--- src/rtl/shared_bram_arbiter_pkg.sv ---
// Shared constants for the shared BRAM arbiter:
// FSM state encoding and a ceiling-log2 helper.
package shared_bram_arbiter_pkg;

  localparam logic [1:0] ST_IDLE    = 2'd0;
  localparam logic [1:0] ST_OWN     = 2'd1;
  localparam logic [1:0] ST_HANDOFF = 2'd2;

  function automatic int clog2(input int n);
    int r;
    r = 0;
    for (int v = n - 1; v > 0; v = v >> 1) begin
      r++;
    end
    return r;
  endfunction

endpackage

--- src/rtl/shared_bram_arbiter_bram.sv ---
// Single-port LEN x WIDTH block RAM, write-first,
// one cycle read latency; contents are never reset.
module bram
  import shared_bram_arbiter_pkg::*;
#(
  parameter int WIDTH = 8,
  parameter int LEN   = 256
) (
  input  logic                   clk,
  input  logic [clog2(LEN)-1:0]  addr,
  input  logic [WIDTH-1:0]       din,
  output logic [WIDTH-1:0]       dout,
  input  logic                   we
);

  logic [WIDTH-1:0] mem [LEN];
  logic [WIDTH-1:0] dout_q;

  always_ff @(posedge clk) begin
    if (we) begin
      mem[addr] <= din;
      dout_q    <= din;
    end else begin
      dout_q    <= mem[addr];
    end
  end

  assign dout = dout_q;

endmodule

--- src/rtl/shared_bram_arbiter.sv ---
// Round-robin ownership arbiter that multiplexes NCLI
// clients onto one BRAM, with optional hold-time preemption.
module shared_bram_arbiter
  import shared_bram_arbiter_pkg::*;
#(
  parameter int WIDTH    = 8,
  parameter int LEN      = 256,
  parameter int NCLI     = 2,
  parameter int WIN_BASE = 128,
  parameter int MAX_HOLD = 0
) (
  input  logic                          clk,
  input  logic                          rst_n,
  input  logic [NCLI-1:0]               cli_req,
  output logic [NCLI-1:0]               cli_gnt,
  input  logic [NCLI*clog2(LEN)-1:0]    cli_addr,
  input  logic [NCLI*WIDTH-1:0]         cli_din,
  input  logic [NCLI-1:0]               cli_we,
  input  logic [NCLI-1:0]               cli_win,
  output logic [WIDTH-1:0]              dout,
  output logic [NCLI-1:0]               rd_valid,
  output logic [NCLI-1:0]               preempt
);

  localparam int AW = clog2(LEN);
  localparam int IW = clog2(NCLI);
  localparam int HW = (MAX_HOLD > 0) ? clog2(MAX_HOLD + 1) : 1;

  logic [1:0]      state_q, state_d;
  logic [IW-1:0]   owner_q, owner_d;
  logic [IW-1:0]   rr_ptr_q, rr_ptr_d;
  logic [HW-1:0]   hold_q, hold_d;
  logic [NCLI-1:0] rd_valid_q, rd_valid_d;
  logic [NCLI-1:0] preempt_q, preempt_d;

  logic [NCLI-1:0] owner_oh;
  logic [NCLI-1:0] others_req;
  logic [IW-1:0]   pick;
  logic [31:0]     addr_sum;
  logic [AW-1:0]   own_addr;
  logic [AW-1:0]   bram_addr;
  logic [WIDTH-1:0] bram_din;
  logic            bram_we;

  function automatic logic [IW-1:0] rr_pick(
    input logic [NCLI-1:0] req,
    input logic [IW-1:0]   ptr
  );
    logic [IW-1:0] sel;
    logic          found;
    int            idx;
    sel   = '0;
    found = 1'b0;
    for (int i = 0; i < NCLI; i++) begin
      idx = (int'(ptr) + i) % NCLI;
      if (!found && req[idx]) begin
        sel   = IW'(idx);
        found = 1'b1;
      end
    end
    return sel;
  endfunction

  assign owner_oh   = NCLI'(1) << owner_q;
  assign others_req = cli_req & ~owner_oh;
  assign pick       = rr_pick(cli_req, rr_ptr_q);

  // Window offset wraps modulo LEN, silently.
  assign addr_sum = 32'(cli_addr[int'(owner_q)*AW +: AW])
                  + (cli_win[owner_q] ? 32'(WIN_BASE) : 32'd0);
  assign own_addr = AW'(addr_sum % 32'(LEN));

  always_comb begin
    state_d    = state_q;
    owner_d    = owner_q;
    rr_ptr_d   = rr_ptr_q;
    hold_d     = hold_q;
    rd_valid_d = '0;
    preempt_d  = '0;
    bram_addr  = '0;
    bram_din   = '0;
    bram_we    = 1'b0;
    unique case (state_q)
      ST_IDLE: begin
        if (|cli_req) begin
          state_d = ST_OWN;
          owner_d = pick;
          hold_d  = '0;
        end
      end
      ST_OWN: begin
        bram_addr = own_addr;
        bram_din  = cli_din[int'(owner_q)*WIDTH +: WIDTH];
        bram_we   = cli_we[owner_q];
        if (!cli_we[owner_q]) begin
          rd_valid_d = owner_oh;
        end
        if (!cli_req[owner_q]) begin
          state_d = ST_HANDOFF;
        end else if (MAX_HOLD > 0 && |others_req) begin
          hold_d = hold_q + 1'b1;
          if (hold_d == HW'(MAX_HOLD)) begin
            state_d   = ST_HANDOFF;
            preempt_d = owner_oh;
          end
        end
      end
      ST_HANDOFF: begin
        state_d  = ST_IDLE;
        rr_ptr_d = (owner_q == IW'(NCLI - 1)) ? '0 : owner_q + 1'b1;
      end
      default: begin
        state_d = ST_IDLE;
      end
    endcase
  end

  always_ff @(posedge clk) begin
    if (!rst_n) begin
      state_q    <= ST_IDLE;
      owner_q    <= '0;
      rr_ptr_q   <= '0;
      hold_q     <= '0;
      rd_valid_q <= '0;
      preempt_q  <= '0;
    end else begin
      state_q    <= state_d;
      owner_q    <= owner_d;
      rr_ptr_q   <= rr_ptr_d;
      hold_q     <= hold_d;
      rd_valid_q <= rd_valid_d;
      preempt_q  <= preempt_d;
    end
  end

  assign cli_gnt  = (state_q == ST_OWN) ? owner_oh : '0;
  assign rd_valid = rd_valid_q;
  assign preempt  = preempt_q;

  // Write is gated by reset so a reset edge never commits data.
  bram #(
    .WIDTH (WIDTH),
    .LEN   (LEN)
  ) u_bram (
    .clk  (clk),
    .addr (bram_addr),
    .din  (bram_din),
    .dout (dout),
    .we   (bram_we & rst_n)
  );

endmodule

--- config.mk ---
export PLATFORM = sky130hd
export DESIGN_NAME = shared_bram_arbiter
export DESIGN_NICKNAME = d
export VERILOG_FILES = /design/src/rtl/shared_bram_arbiter_pkg.sv /design/src/rtl/shared_bram_arbiter_bram.sv /design/src/rtl/shared_bram_arbiter.sv
export SDC_FILE = /design/constraint.sdc
export NUM_CORES = 2
export LEC_CHECK = 0
export ABC_AREA = 0
export CAP_MARGIN = 20
export CORE_UTILIZATION = 63
export DETAILED_ROUTE_END_ITERATION = 7
export GPL_ROUTABILITY_DRIVEN = 0
export HOLD_SLACK_MARGIN = 0.02
export PLACE_DENSITY_LB_ADDON = 0.1
export SYNTH_ARGS = -nofsm -noshare
export SYNTH_HDL_FRONTEND = slang
export SYNTH_SLANG_ARGS = --single-unit
--- constraint.sdc ---
create_clock -name clk -period 12 [get_ports clk]
set_clock_uncertainty 0.15 [all_clocks]
set_input_delay 1.2 -clock clk [delete_from_list [all_inputs] [get_ports clk]]
set_output_delay 1.2 -clock clk [all_outputs]
set_load 0.01 [all_outputs]
# Yosys cells after proc, flatten, opt, wreduce, memory -nomap -nowiden
# Memories as Yosys holds them, arrays and structs flattened. A register that Yosys moved wholly into a read port is not among the register bits.
# Index checks and enable logic that the tools add are counted.
[classes] n_addsub=3 order_cmp=3 eq_ne=4 shifts=3 mux=25 bitwise=4 n_reduce_logical=7
[op_table] op="16-bit by 5-bit indexed part select with 8-bit output" count=2
[op_table] op="8-bit two-way mux" count=3
[op_table] op="1-bit two-way mux" count=18
[op_table] op="8-bit adder" count=1
[op_table] op="2-bit two-way mux" count=3
[op_table] op="1-bit by 2-bit < comparator with 1-bit output, second input constant" count=2
[op_table] op="2-bit != test, second input constant" count=2
[op_table] op="2-bit one-hot mux with 2 select lines" count=1
[op_table] op="2-bit AND reduction" count=2
[op_table] op="2-bit by 3-bit < comparator with 1-bit output, second input constant" count=1
[op_table] op="3-bit OR reduction" count=1
[op_table] op="1-bit adder, second input constant" count=2
[op_table] op="2-bit by 1-bit == test with 1-bit output, second input constant" count=1
[op_table] op="2-bit == test, second input constant" count=1
[op_table] op="2-bit zero test" count=1
[op_table] op="1-bit inverter" count=2
[op_table] op="2-bit OR reduction" count=1
[op_table] op="1-bit by 1-bit left shift with 2-bit output, first input constant" count=1
[op_table] op="1-bit bitwise AND" count=1
[op_table] op="1-bit bitwise AND, first input constant" count=1
[op_table] op="1-bit logical AND" count=1
[op_table] op="1-bit zero test" count=1
[totals] regBits=6 mem_bits_rw=2048 in_bits=40 n_memories=1
[mem_list] name="u_bram.mem" words=256 word_bits=8 rd=1 rd_clocked_by_memory_dff=1 write_ports=1 line="shared_bram_arbiter_bram.sv:16" text="logic [WIDTH-1:0] mem [LEN];"

# Logic depth before layout (Yosys ltp)
[depth] ltp_word=7 depth_mapped=12 ltp_nobuf=7

# Modules after synthesis
# From an unflattened synthesis, not the netlist that was laid out.
[unflattened] hier_cells=3804 area_unflattened_um2=80134.4
[modules_own_cells] module="bram" n_inst=1 cells_per_inst=3733 area_per_inst_um2=79556.3 seq_area_each_um2=61659.1
[modules_own_cells] module="shared_bram_arbiter" n_inst=1 cells_per_inst=71 area_per_inst_um2=578.1 seq_area_each_um2=120.1

# Worst setup path after synthesis
# No wires, ideal clock.
[synth_path] path_kind="input -> register" startpoint="input cli_din[11]" endpoint="memory u_bram.mem[0][3] (data pin)" arrival_ns=7.167 slack_ns=3.294 stages=2 cell_sequence="mux2i_1 -> nor2_1"
[synth_between] elab_chain_len=2
[synth_lines] element="from (decl)" line="shared_bram_arbiter.sv:17" text="input logic [NCLI*WIDTH-1:0] cli_din,"
[synth_lines] element="16-bit by 5-bit indexed part select with 8-bit output" line="shared_bram_arbiter.sv:93" text="bram_din = cli_din[int'(owner_q)*WIDTH +: WIDTH];"
[synth_lines] element="8-bit two-way mux" line="shared_bram_arbiter.sv:83" text="unique case (state_q)"
[synth_lines] element="net bram_din[3]" line="shared_bram_arbiter.sv:42" text="logic [WIDTH-1:0] bram_din;"
[synth_lines] element="to (decl)" line="shared_bram_arbiter_bram.sv:16"
# The timed path passes the listed nets, and every way through them passes these cells.

==> metrics.md <==
| Metric | Value |
|---|---|
| Netlist Area Pre-Place | 0.0804 sq mm |
| Ys Warns | 0 |
| Crit share post-route | 66.1% |
| Clk sink count | 2,062 |
| Post-synthesis compound-gate area fraction | 3.31% |
| Number of buffers added on ports | 51 |
| Largest family of logic cells by synthesized area | multiplexers |
| Crit path capture type | output pin |
| Multi-input combinational cell area | 0.0173 sq mm |
| Post-synthesis adder-cell area fraction | 0% |
| GRT overflow | 0 |
| Syn Inst Count | 3,860 |
| Asr flop ratio synth | 0% |
| Commonest non-fill, non-tap cells in the layout | 2,048 x edfxtp_1, 432 x mux4_2, 312 x nor2_1 |
| Clock Latency Late Sink | 0.83 ns |
| Largest net degree at the start of global routing | 257 |
| Share of cells above drive strength 1 | 20.6% |
| GRT Util Overall | 30.7% |
| Post-Syn Area per Cell | 20.8 sq um |
| Starting Density | 63.8% |
| Worst hold path class | reg2reg |
| Peak VDD IR | 185 uV |
| # fillers | 7,403 |
| Mux contribution to synthesized area | 15.0% |
| First DRT Iteration DRCs | 5,579 |
| Row count | 130 |
| Crit-path max FO | 52 |
| Worst-path clk slew | 0.06 ns |
| GR Util met1 | 44.3% |
| Initial DRT Pass Iterations | 8 |
| Vias in the first global route | 40,200 |
| First-pass GRT wire length | 281,000 um |
| GR met2 Demand/Resource | 46.6% |
| Hold Slack | 0.367 ns |
| Hold Vio Cnt, Final | 0 |
| Residual DRC | 0 |
| Drt wl/cell | 34.0 um |
| Die Span X | 359 um |
| Max-Cap Viols | 0 |
| Hold_buf cts | 0 |
| Worst setup SP type | flip-flop |
| Clk root buf | clkbuf_16 |
| Post-route cell area | 0.0888 sq mm |
| Setup TNS | 0 ns |
| Die Y | 359 um |
| Met3 Use GR | 7.27% |
| Least-Margin Pin Slew | 1.22 ns |
| Post-synth EDFFs | 2,048 |
| WP data required | 10.65 ns |
| Sequential-to-total area share from yosys stat | 76.8% |
| Placed cells | 5,399 |
| Max Root-Sink Buffers | 3 |
| Final WL | 196,000 um |
| Via count | 40,100 |
| Area growth syn-to-layout | 10.4% |
| WP data arrival | 6.59 ns |
| CTS tree | built |
| Die Area | 0.129 sq mm |
| Cell variety after synth | 67 |
| TritonCTS Buffers | 198 |
| Hpwl dp | 115,000 um |
| Dpl cell area | 0.0823 sq mm |
| Antenna Nets Post-Route | 0 |
| PostCTS Resize Cnt | 0 |
| Power density over cell area | 171 mW/mm^2 |
| Nets | 3,992 |
| IO Pins | 54 |
| Initial antenna violation count | 7 |
| Routed vias/inst | 6.97 |
| Run status | completed |
| GRT busiest layer | met2 |
| P_leak | 27.0 nW |
| Finished Layout Cells | 5,761 |
| Fin. max-slew vios | 0 |
| Total Power | 15.2 mW |
| Number of register bits inferred by synthesis | 2,062 |
| Most common cell after layout, fill and taps aside | edfxtp_1 |
| FMAX | 126 MHz |
| Post-CTS Setup Inserts | 0 |
| Slew margin rel. | 18.5% |
| RSZ-0062 raised after global routing | false |
| Post-Synth Simple-Gate Area | 2.92% |
| CORE AREA | 0.126 sq mm |
| H-tree depth | 4 |
| Synth Flop Type | edfxtp_1 |
| Reg area | 0.0618 sq mm |
| Fin crit period | 7.94 ns |
| Setup-failing EPs final | 0 |
| Synth Area in XOR/XNOR | 0.0218% |
| Crit path kind | reg2out |
per-stage QoR:
stage,utilization [%],setup slack [ns]
after global routing,70.5,3.71
after CTS,70.4,3.98
after global placement,65.2,4.44
after detailed placement,65.3,4.92
after floorplan,-,3.29
final,70.5,4.06
per-layer routing:
layer	vias to the layer above	part of all wire (%)
li1	16300	-
met1	21000	38
met2	2501	47
met3	394	11
met4	4	3.4
met5	-	0.011
area by class of cell:
type                            instances  area share, %
Antenna cell                            1        0.00282
Clock buffer                          242           5.76
Clock inverter                        116           1.53
Inverter                                4         0.0169
Multi-Input combinational cell       1566           19.4
Sequential cell                      2062           69.6
Tap cell                             1650           2.32
Timing Repair Buffer                  120           1.35
cell families (layout without fill, tap and decap cells):
| logic type | after synthesis | after routing |
|---|---|---|
| AO/OA/AOI/OAI | 372 | 372 |
| XOR/XNOR | 2 | 2 |
| buffers and inverters | 233 | 482 |
| flip-flops | 2062 | 2062 |
| multiplexers | 648 | 648 |
| other | 1 | 3 |
| AND/OR/NAND/NOR | 542 | 542 |
flip-flops by register name, summed over array words and instances (netlist names), named ones only:
signal      cells
u_bram.mem   2048
owner_q         1
state_q         2
rr_ptr_q        1
rd_valid        2
worst max-delay path, stage by stage (launching register included):
cell and delay, ns:
dfxtp_4 0.85, buf_4 0.79, buf_4 0.84, mux2i_1 0.18, o221ai_1 0.35, nand2_1 0.13, a211oi_1 0.71, nor4_1 0.26
nor4_1 0.69, buf_4 0.25, clkdlybuf4s50_1 0.54
synth_stat cells, drive strengths merged, types with 2 or more instances:
cell type / count / area share (%)
nor3b: 4 / 0.037
buf: 143 / 1.5
a22oi: 56 / 0.52
a32o: 5 / 0.062
nor3: 37 / 0.24
a31oi: 10 / 0.078
edfxtp: 2048 / 76
a211oi: 30 / 0.29
inv: 4 / 0.019
or3: 5 / 0.039
o221ai: 34 / 0.37
a311oi: 3 / 0.033
and3: 2 / 0.016
clkbuf: 86 / 0.40
a211o: 3 / 0.033
o22ai: 42 / 0.33
nor4: 15 / 0.12
nor2b: 14 / 0.11
nor2: 325 / 1.5
a221o: 4 / 0.050
a22o: 26 / 0.28
or2: 2 / 0.016
nand3: 13 / 0.096
mux2: 21 / 0.29
and2: 7 / 0.054
nand2b: 16 / 0.12
o21ai: 43 / 0.27
mux4: 443 / 12
nand4: 3 / 0.023
o31ai: 7 / 0.065
dfxtp: 14 / 0.35
nand3b: 3 / 0.033
nand2: 90 / 0.42
a2111oi: 5 / 0.062
mux2i: 184 / 2.3
a221oi: 26 / 0.28
o211ai: 3 / 0.028
a32oi: 3 / 0.033
o32ai: 6 / 0.065
and4b: 2 / 0.025
o2111ai: 5 / 0.054
a21oi: 58 / 0.36
final timing paths:
check / start / slack, ns / cells past startpoint / end
min reg2reg: state_q[1]$_SDFFE_PN0P_ / 0.37 / 1 / state_q[0]$_SDFFE_PN0P_
max reg2reg: state_q[1]$_SDFFE_PN0P_ / 7.39 / 6 / u_bram.mem[32][3]$_DFFE_PP_
min: state_q[1]$_SDFFE_PN0P_ / 0.37 / 1 / state_q[0]$_SDFFE_PN0P_
max: flip-flop / 4.06 / 10 / dout[0]
report_power, final:
| group | switching, mW | total, mW | internal (mW) | leakage, nW |
|---|---|---|---|---|
| Combinational | 0.649 | 0.988 | 0.339 | 4.96 |
| Clock | 2.68 | 6.22 | 3.55 | 3.15 |
| Sequential | 0.0214 | 7.99 | 7.97 | 18.9 |
(Power assumes the default switching activity.)
